$ cat src/rtl/gpu_mem_arbiter.sv
// Round-robin OBI arbiter sharing the host memory port among NUM_REQ requesters.
// Granted requester IDs are queued in order so response beats route back.
module gpu_mem_arbiter #(
  parameter int NUM_REQ         = 4,
  parameter int MAX_OUTSTANDING = 4,
  parameter int ID_W            = $clog2(NUM_REQ)
) (
  input  logic                            clk_i,
  input  logic                            rst_ni,
  input  logic [NUM_REQ-1:0]              req_i,
  input  logic [NUM_REQ-1:0]              we_i,
  input  logic [NUM_REQ*4-1:0]            be_i,
  input  logic [NUM_REQ*32-1:0]           addr_i,
  input  logic [NUM_REQ*32-1:0]           wdata_i,
  output logic [NUM_REQ-1:0]              gnt_o,
  output logic [NUM_REQ-1:0]              rvalid_o,
  output logic [31:0]                     rdata_o,
  output logic                            mem_req_o,
  output logic                            mem_we_o,
  output logic [3:0]                      mem_be_o,
  output logic [31:0]                     mem_addr_o,
  output logic [31:0]                     mem_wdata_o,
  input  logic                            mem_gnt_i,
  input  logic                            mem_rvalid_i,
  input  logic [31:0]                     mem_rdata_i,
  output logic                            err_o,
  output logic [$clog2(MAX_OUTSTANDING):0] outstanding_o
);

  localparam int PTR_W = $clog2(MAX_OUTSTANDING);
  localparam int CNT_W = PTR_W + 1;

  logic [ID_W-1:0]  rr_q, rr_d;
  logic [ID_W-1:0]  fifo_q [MAX_OUTSTANDING];
  logic [PTR_W-1:0] wr_q, wr_d;
  logic [PTR_W-1:0] rd_q, rd_d;
  logic [CNT_W-1:0] cnt_q, cnt_d;
  logic             err_q, err_d;

  logic [ID_W-1:0]  win;
  logic             win_vld;
  logic             full;
  logic             empty;
  logic             push;
  logic             pop;
  logic [ID_W-1:0]  head;

  // Scan upward from the round-robin pointer, wrapping at NUM_REQ.
  always_comb begin
    int sum;
    win     = '0;
    win_vld = 1'b0;
    sum     = 0;
    for (int i = 0; i < NUM_REQ; i++) begin
      sum = int'(rr_q) + i;
      if (sum >= NUM_REQ) sum = sum - NUM_REQ;
      if (!win_vld && req_i[ID_W'(sum)]) begin
        win_vld = 1'b1;
        win     = ID_W'(sum);
      end
    end
  end

  assign full  = (cnt_q == CNT_W'(MAX_OUTSTANDING));
  assign empty = (cnt_q == '0);
  assign head  = fifo_q[rd_q];

  assign mem_req_o = rst_ni && win_vld && !full;
  assign push      = mem_req_o && mem_gnt_i;
  assign pop       = rst_ni && mem_rvalid_i && !empty;

  always_comb begin
    mem_we_o    = 1'b0;
    mem_be_o    = '0;
    mem_addr_o  = '0;
    mem_wdata_o = '0;
    if (win_vld) begin
      mem_we_o    = we_i[win];
      mem_be_o    = be_i[{win, 2'b00} +: 4];
      mem_addr_o  = addr_i[{win, 5'b00000} +: 32];
      mem_wdata_o = wdata_i[{win, 5'b00000} +: 32];
    end
  end

  assign gnt_o    = push ? (NUM_REQ'(1) << win)  : '0;
  assign rvalid_o = pop  ? (NUM_REQ'(1) << head) : '0;
  assign rdata_o  = mem_rdata_i;

  assign err_o         = err_q;
  assign outstanding_o = cnt_q;

  always_comb begin
    rr_d  = rr_q;
    wr_d  = wr_q;
    rd_d  = rd_q;
    cnt_d = cnt_q;
    err_d = err_q;
    if (push) begin
      rr_d = (win == ID_W'(NUM_REQ - 1)) ? '0 : win + 1'b1;
      wr_d = wr_q + 1'b1;
    end
    if (pop) rd_d = rd_q + 1'b1;
    unique case ({push, pop})
      2'b10:   cnt_d = cnt_q + 1'b1;
      2'b01:   cnt_d = cnt_q - 1'b1;
      default: cnt_d = cnt_q;
    endcase
    if (mem_rvalid_i && empty) err_d = 1'b1;
  end

  always_ff @(posedge clk_i) begin
    if (!rst_ni) begin
      rr_q  <= '0;
      wr_q  <= '0;
      rd_q  <= '0;
      cnt_q <= '0;
      err_q <= 1'b0;
    end else begin
      rr_q  <= rr_d;
      wr_q  <= wr_d;
      rd_q  <= rd_d;
      cnt_q <= cnt_d;
      err_q <= err_d;
    end
  end

  // ID storage needs no reset: only entries behind the write pointer are read.
  always_ff @(posedge clk_i) begin
    if (push) fifo_q[wr_q] <= win;
  end

endmodule

$ cat config.mk
export PLATFORM = sky130hd
export DESIGN_NAME = gpu_mem_arbiter
export DESIGN_NICKNAME = d
export VERILOG_FILES = /design/src/rtl/gpu_mem_arbiter.sv
export SDC_FILE = /design/constraint.sdc
export NUM_CORES = 1
export LEC_CHECK = 0
export BUFFER_PORTS_ARGS = -buffer_cell sky130_fd_sc_hd__buf_2
export CAP_MARGIN = 0
export CORE_AREA = 3 3 166 168
export CTS_CLUSTER_SIZE = 12
export DETAILED_ROUTE_END_ITERATION = 8
export DIE_AREA = 0 0 169 171
export HOLD_SLACK_MARGIN = 0.02
export REMOVE_ABC_BUFFERS = 1
export SKIP_LAST_GASP = 1
export SYNTH_ARGS = -nofsm -noshare
export SYNTH_HDL_FRONTEND = slang
export SYNTH_SLANG_ARGS = --single-unit
export TNS_END_PERCENT = 1
$ cat constraint.sdc
create_clock -name clk_i -period 5.7 [get_ports clk_i]
set_input_delay 0 -clock clk_i [delete_from_list [all_inputs] [get_ports clk_i]]
set_output_delay 0 -clock clk_i [all_outputs]
set_load 0.03 [all_outputs]
* Yosys cells after proc, flatten, opt, wreduce, memory -nomap -nowiden *
Memories as Yosys holds them, arrays and structs flattened. A register that Yosys moved wholly into a read port is not among the register bits.
Index checks and enable logic that the tools add are counted.

storage, ports and cells
  output and inout port bits = 114
  memories = 1
  bits in registers = 10
  RAM bits = 8

operators by class
  equality and inequality tests = 4
  order comparisons = 9
  muxes and demuxes = 38
  add/subtract/negate cells = 12
  shifts and indexed selects = 5
  reductions and logical operators = 16

memory list
  memory  depth  bits a word  rd ports  clocked after memory_dff  write ports  line  RTL
  fifo_q  4      2            1         1                         1            34    logic [ID_W-1:0] fifo_q [MAX_OUTSTANDING];

operators by type and width
  kind                                                                count
  variable part select 128 x 8 -> 32 bit                              2
  two-way mux 32 bit                                                  2
  two-way mux 2 bit                                                   11
  < comparator 2 x 4 -> 1 bit (second input constant)                 4
  two-way mux 1 bit                                                   16
  variable part select 16 x 5 -> 4 bit                                1
  two-way mux 4 bit                                                   3
  binary-select mux 1 bit (select 2 bit)                              5
  greater-or-equal comparator 3 bit (second input constant)           3
  logical AND 1 bit                                                   9
  left shift 1 x 2 -> 4 bit (first input constant)                    2
  subtractor 2 x 1 -> 2 bit (second input constant)                   4
  adder 2 x 1 -> 2 bit (second input constant)                        3
  adder 2 x 2 -> 3 bit (second input constant)                        2
  case mux 3 bit (2 select lines)                                     1
  zero test 1 bit                                                     5
  == test 2 bit (second input constant)                               2
  adder 2 x 1 -> 3 bit (second input constant)                        1
  adder 3 x 1 -> 3 bit (second input constant)                        1
  == test 3 bit (second input constant)                               1
  greater-or-equal comparator 2 x 3 -> 1 bit (second input constant)  1
  zero test 3 bit                                                     1
  < comparator 2 x 3 -> 1 bit (second input constant)                 1
  subtractor 3 x 1 -> 3 bit (second input constant)                   1
  2 further kinds                                                     2

* Logic depth before layout (Yosys ltp) *
  depth in word-level cells = 20
  depth in mapped cells = 11

* Worst setup path after synthesis *
OpenSTA, ideal clock, no wires.

  path type = register -> register
  from = register cnt_q[2], in the netlist outstanding_o[2]
  to = register cnt_q[2], in the netlist outstanding_o[2]
  buffers on the path = 1
  required time = 5.624 ns
  path slack = 3.048 ns
  data arrival time = 2.576 ns
  cell stages (with the launch flop) = 12
  period minus slack after synthesis = 2.652 ns
  cell sequence = dfxtp_1 -> inv_1 -> o311a_4 -> and2_4 -> buf_6 -> inv_2 -> ha_1 -> inv_1 -> fa_1 -> xor2_1 -> or3_1 -> a21boi_0

on the way
  longest elaborated chain between the ends = 6

RTL lines
  what                                                                   line  RTL
  start: declaration                                                     37    logic [CNT_W-1:0] cnt_q, cnt_d;
  start signal: assignment                                               122   cnt_q <= cnt_d;
  == test 3 bit *                                                        64    assign full = (cnt_q == CNT_W'(MAX_OUTSTANDING));
  zero test 1 bit *                                                      68    assign mem_req_o = rst_ni && win_vld && !full;
  logical AND 1 bit *                                                    68
  named net mem_req_o                                                    18    output logic mem_req_o,
  logical AND 1 bit *                                                    69    assign push = mem_req_o && mem_gnt_i;
  == test 2 x 1 -> 1 bit or == test 2 bit (tied branches)                103   unique case ({push, pop})
  case mux 3 bit (2 select lines) or nonzero test 2 bit (tied branches)  --

Mark *: on every way through the listed nets, which the timed path passes. The rest lies on a longest branch.
A chain may end at the register's enable or synchronous reset.

* Worst setup path in the final report *
  from = register rr_q[1]
  to = output mem_we_o

on the way
  longest elaborated chain between the ends = 18

RTL lines
  what                                                                           line  RTL
  start: declaration                                                             33    logic [ID_W-1:0] rr_q, rr_d;
  start signal: assignment                                                       119   rr_q <= rr_d;
  parallel branches: the longest is 17 deep, another holds adder 2 x 1 -> 3 bit  --
  two-way mux 1 bit *                                                            77    if (win_vld) begin
  end: declaration                                                               19    output logic mem_we_o,

Every way passes the cells marked *. The select of a mux whose other input is x is not followed.

==> impl_metrics.ini <==
[status]
status = completed

[logic_synthesis]
async_flop_share_pct = 0
avgSynthCellArea_um2 = 8.940
yosys_register_bits = 20
syn_inst = 372
synth_xor_area_share_pct = 1.317
synth_flop_cell = dfxtp_1
synthAdderAreaFrac_pct = 3.988
synth_compound_area_share_pct = 16.59
yosysWarnings = 0
synth-simple-area-share_pct = 7.035
mappedNetlistArea_mm2 = 0.003326
synth_top_family_by_area = multiplexers
seq_area_frac_synth_pct = 14.45
synth.distinct_cells = 38
synth-edff-count = 8
muxShareOfSynthArea_pct = 43.19

[critical_path]
crit_cells = 6
cp-end-kind = output port
required_ns = 5.70
cp_max_fo = 42
crit_buf_inv = 2
cp_top_family = compound AO/OA/AOI/OAI gates
endpoint = mem_we_o
critPathSlowestCell = o22ai_4
start_kind = flop
r2r-end = rr_q[0]$_SDFFE_PN0P_
r2r_slack_ns = 3.26
worstSetupPathType = reg -> out
cp_cell_sequence = a21o_1 -> a21boi_1 -> o22ai_4 -> buf_4 -> o22ai_1 -> buf_2
worst_path_largest_cell_delay_ns = 0.76
r2r-start = rr_q[1]$_SDFFE_PN0P_
rr_worst_depth = 7
startpoint = rr_q[1]$_SDFFE_PN0P_
crit_arrival_ns = 2.69

[grt]
grt_first_pass_wirelength_um = 24120
grt_pass1_vias = 4026
antenna_found_initial = 4
grt_max_degree = 102
overflow = 0
grt.total_usage_pct = 10.69

[floorplanning]
ios = 430
coreArea_mm2 = 0.02606
start_util_pct = 12.76
die_area_mm2 = 0.02890
die_h_um = 171
num_rows = 59
die_x_um = 169

[route]
wl_met3_um = 1248
vias_per_cell = 4.061
route.met2.wl_um = 8724
num_vias = 4272
top_layer_used = met5
wl_um = 17790
m1WireLength_um = 7471
drc_errors = 0
wl_per_cell_um = 16.91
drtIter0Drc = 197
first_pass_iters = 4
ant_nets = 0

[power]
seqPwrFrac_pct = 15.9
swShare_pct = 48.67
leakagePower_nw = 3.300
p_int_mw = 0.5360
pwr_density_cell_mw_per_mm2 = 185.1
p_comb_share_pct = 70.2
power_switching_mw = 0.5083
vdd_drop_max_mv = 0.1853
clockPowerShare_pct = 13.9

[clocking]
cts_root_buf = clkbuf_16
tritoncts = built
postCtsSetupBuffers = 0
htree_levels = 1
cts.clk_slew.worst_paths_ns = 0.05
post_cts_resized = 0
clock_sinks = 20
cts_buffers = 3
clk_latency_ns = 0.25
cts_hold_buffers = 32
clock_path_buffers = 2

[layout]
final_common_cell = buf_2
nFillCells = 2901
final_nets = 1040
drive_gt1_share_pct = 53.58
most-common-layout-cells = buf_2 (365), mux2i_1 (139), o22ai_1 (69), dlygate4sd3_1 (32), dfxtp_1 (12)
stdcell_area_mm2 = 0.005640
syn_to_final_growth_pct = 69.60

[timing]
slew_headroom_pct = 31.77
min_period_ns = 2.689
finalMaxSlewViolations = 0
whs_ns = 0.06446
finClkSkew_ns = 0.001966
finalSetupViolations = 0
clock.fmax_mhz = 371.8
setup_ws_ns = 3.011
hold_violations = 0
worstMarginPinSlew_ns = 1.023
period_share_pct = 47.18
rsz0062_at_grt = no

[placement]
place_ws_ns = 3.222
placed_area_mm2 = 0.005231
place_hpwl_um = 14570
gp_congestion = 0.7654
io_buffers = 365

[min_path]
hp-class = in -> reg

[run]
cap_violations = 0
## layer usage
layer	GRT usage (%)	up-vias
li1	-	2079
met1	14.30	1959
met2	17.68	210
met3	2.334	22
met4	2.435	2
met5	0	-
## Yosys cell counts (2+ instances only)
cell type,number,area [um2]
o22ai_1,71,444.2
ha_1,9,112.6
o21ai_0,3,15.01
buf_2,6,30.03
xnor2_1,3,26.28
clkbuf_1,14,52.55
a21o_1,2,15.01
inv_1,7,26.28
mux2i_1,139,1391
nor2b_1,7,43.79
and2_1,6,37.54
buf_4,42,315.3
dfxtp_1,12,240.2
mux4_2,2,45.04
nor2_1,3,11.26
edfxtp_1,8,240.2
nor3b_1,2,15.01
and3_1,9,56.30
xor2_1,2,17.52
inv_2,2,7.510
nand2_1,6,22.52
## power by group through the flow
stage | sequential (mW) | combinational (mW) | clock, mW
2_1_floorplan | 0.174 | 0.549 | 0
3_3_place_gp | 0.169 | 0.680 | 0
3_5_place_dp | 0.170 | 0.685 | 0
4_1_cts | 0.167 | 0.735 | 0.148
5_1_grt | 0.168 | 0.782 | 0.156
6_report | 0.166 | 0.733 | 0.145
## stage by stage
step                      util, %  instances  total power, mW  TNS (ns)
after floorplan                 -        308           0.7226   -470.14
after global placement      20.07       1012           0.8494         0
after detailed placement    20.07       1012           0.8549         0
after CTS                   21.61       1048            1.050         0
after global routing        21.63       1050            1.106         0
final                       21.65       1052            1.044         0
## worst register-to-register path, stage by stage (launching register included)
cell	delay (ns)
dfxtp_1	0.47
a21o_1	0.15
a21boi_1	0.08
o22ai_4	0.76
inv_1	0.29
ha_1	0.31
and3b_1	0.21
o21a_1	0.11
## worst min-delay path by stage
stage,startpoint,endpoint,cells after the start,slack (ns)
after floorplan,mem_rdata_i[0],rdata_o[0],0,0
after global placement,mem_rdata_i[17],rdata_o[17],0,0.0002
after detailed placement,mem_rdata_i[17],rdata_o[17],0,0.0002
after CTS,mem_rvalid_i,err_o$_SDFFE_PN0P_,3,0.07
after global routing,mem_rvalid_i,err_o$_SDFFE_PN0P_,3,0.1
final,mem_rvalid_i,err_o$_SDFFE_PN0P_,3,0.06
## flip-flops by register name, summed over array words and instances (netlist names), named ones only
signal and cells:
rr_q 2, fifo_q 8, rd_q 2, outstanding_o 3
wr_q 2, err_o 1
## cells by family after synthesis
group | Yosys count
buffers and inverters | 73
xor gates and xnor gates | 5
muxes | 141
adders and majority gates | 10
AOI/OAI and AO/OA | 84
DFF | 20
and+or+nand+nor | 39
## area by class of cell
| class | instances | area [um2] | share of cell area [%] |
|---|---|---|---|
| Multi-Input combinational cell | 279 | 2429 | 43.06 |
| Timing Repair Buffer | 401 | 2190 | 38.82 |
| Sequential cell | 20 | 480.5 | 8.518 |
| Tap cell | 335 | 419.2 | 7.431 |
| Clock buffer | 3 | 75.07 | 1.331 |
| Inverter | 9 | 33.78 | 0.5989 |
| Antenna cell | 4 | 10.01 | 0.1775 |
| Clock inverter | 1 | 3.754 | 0.06655 |
(Power assumes the default switching activity.)
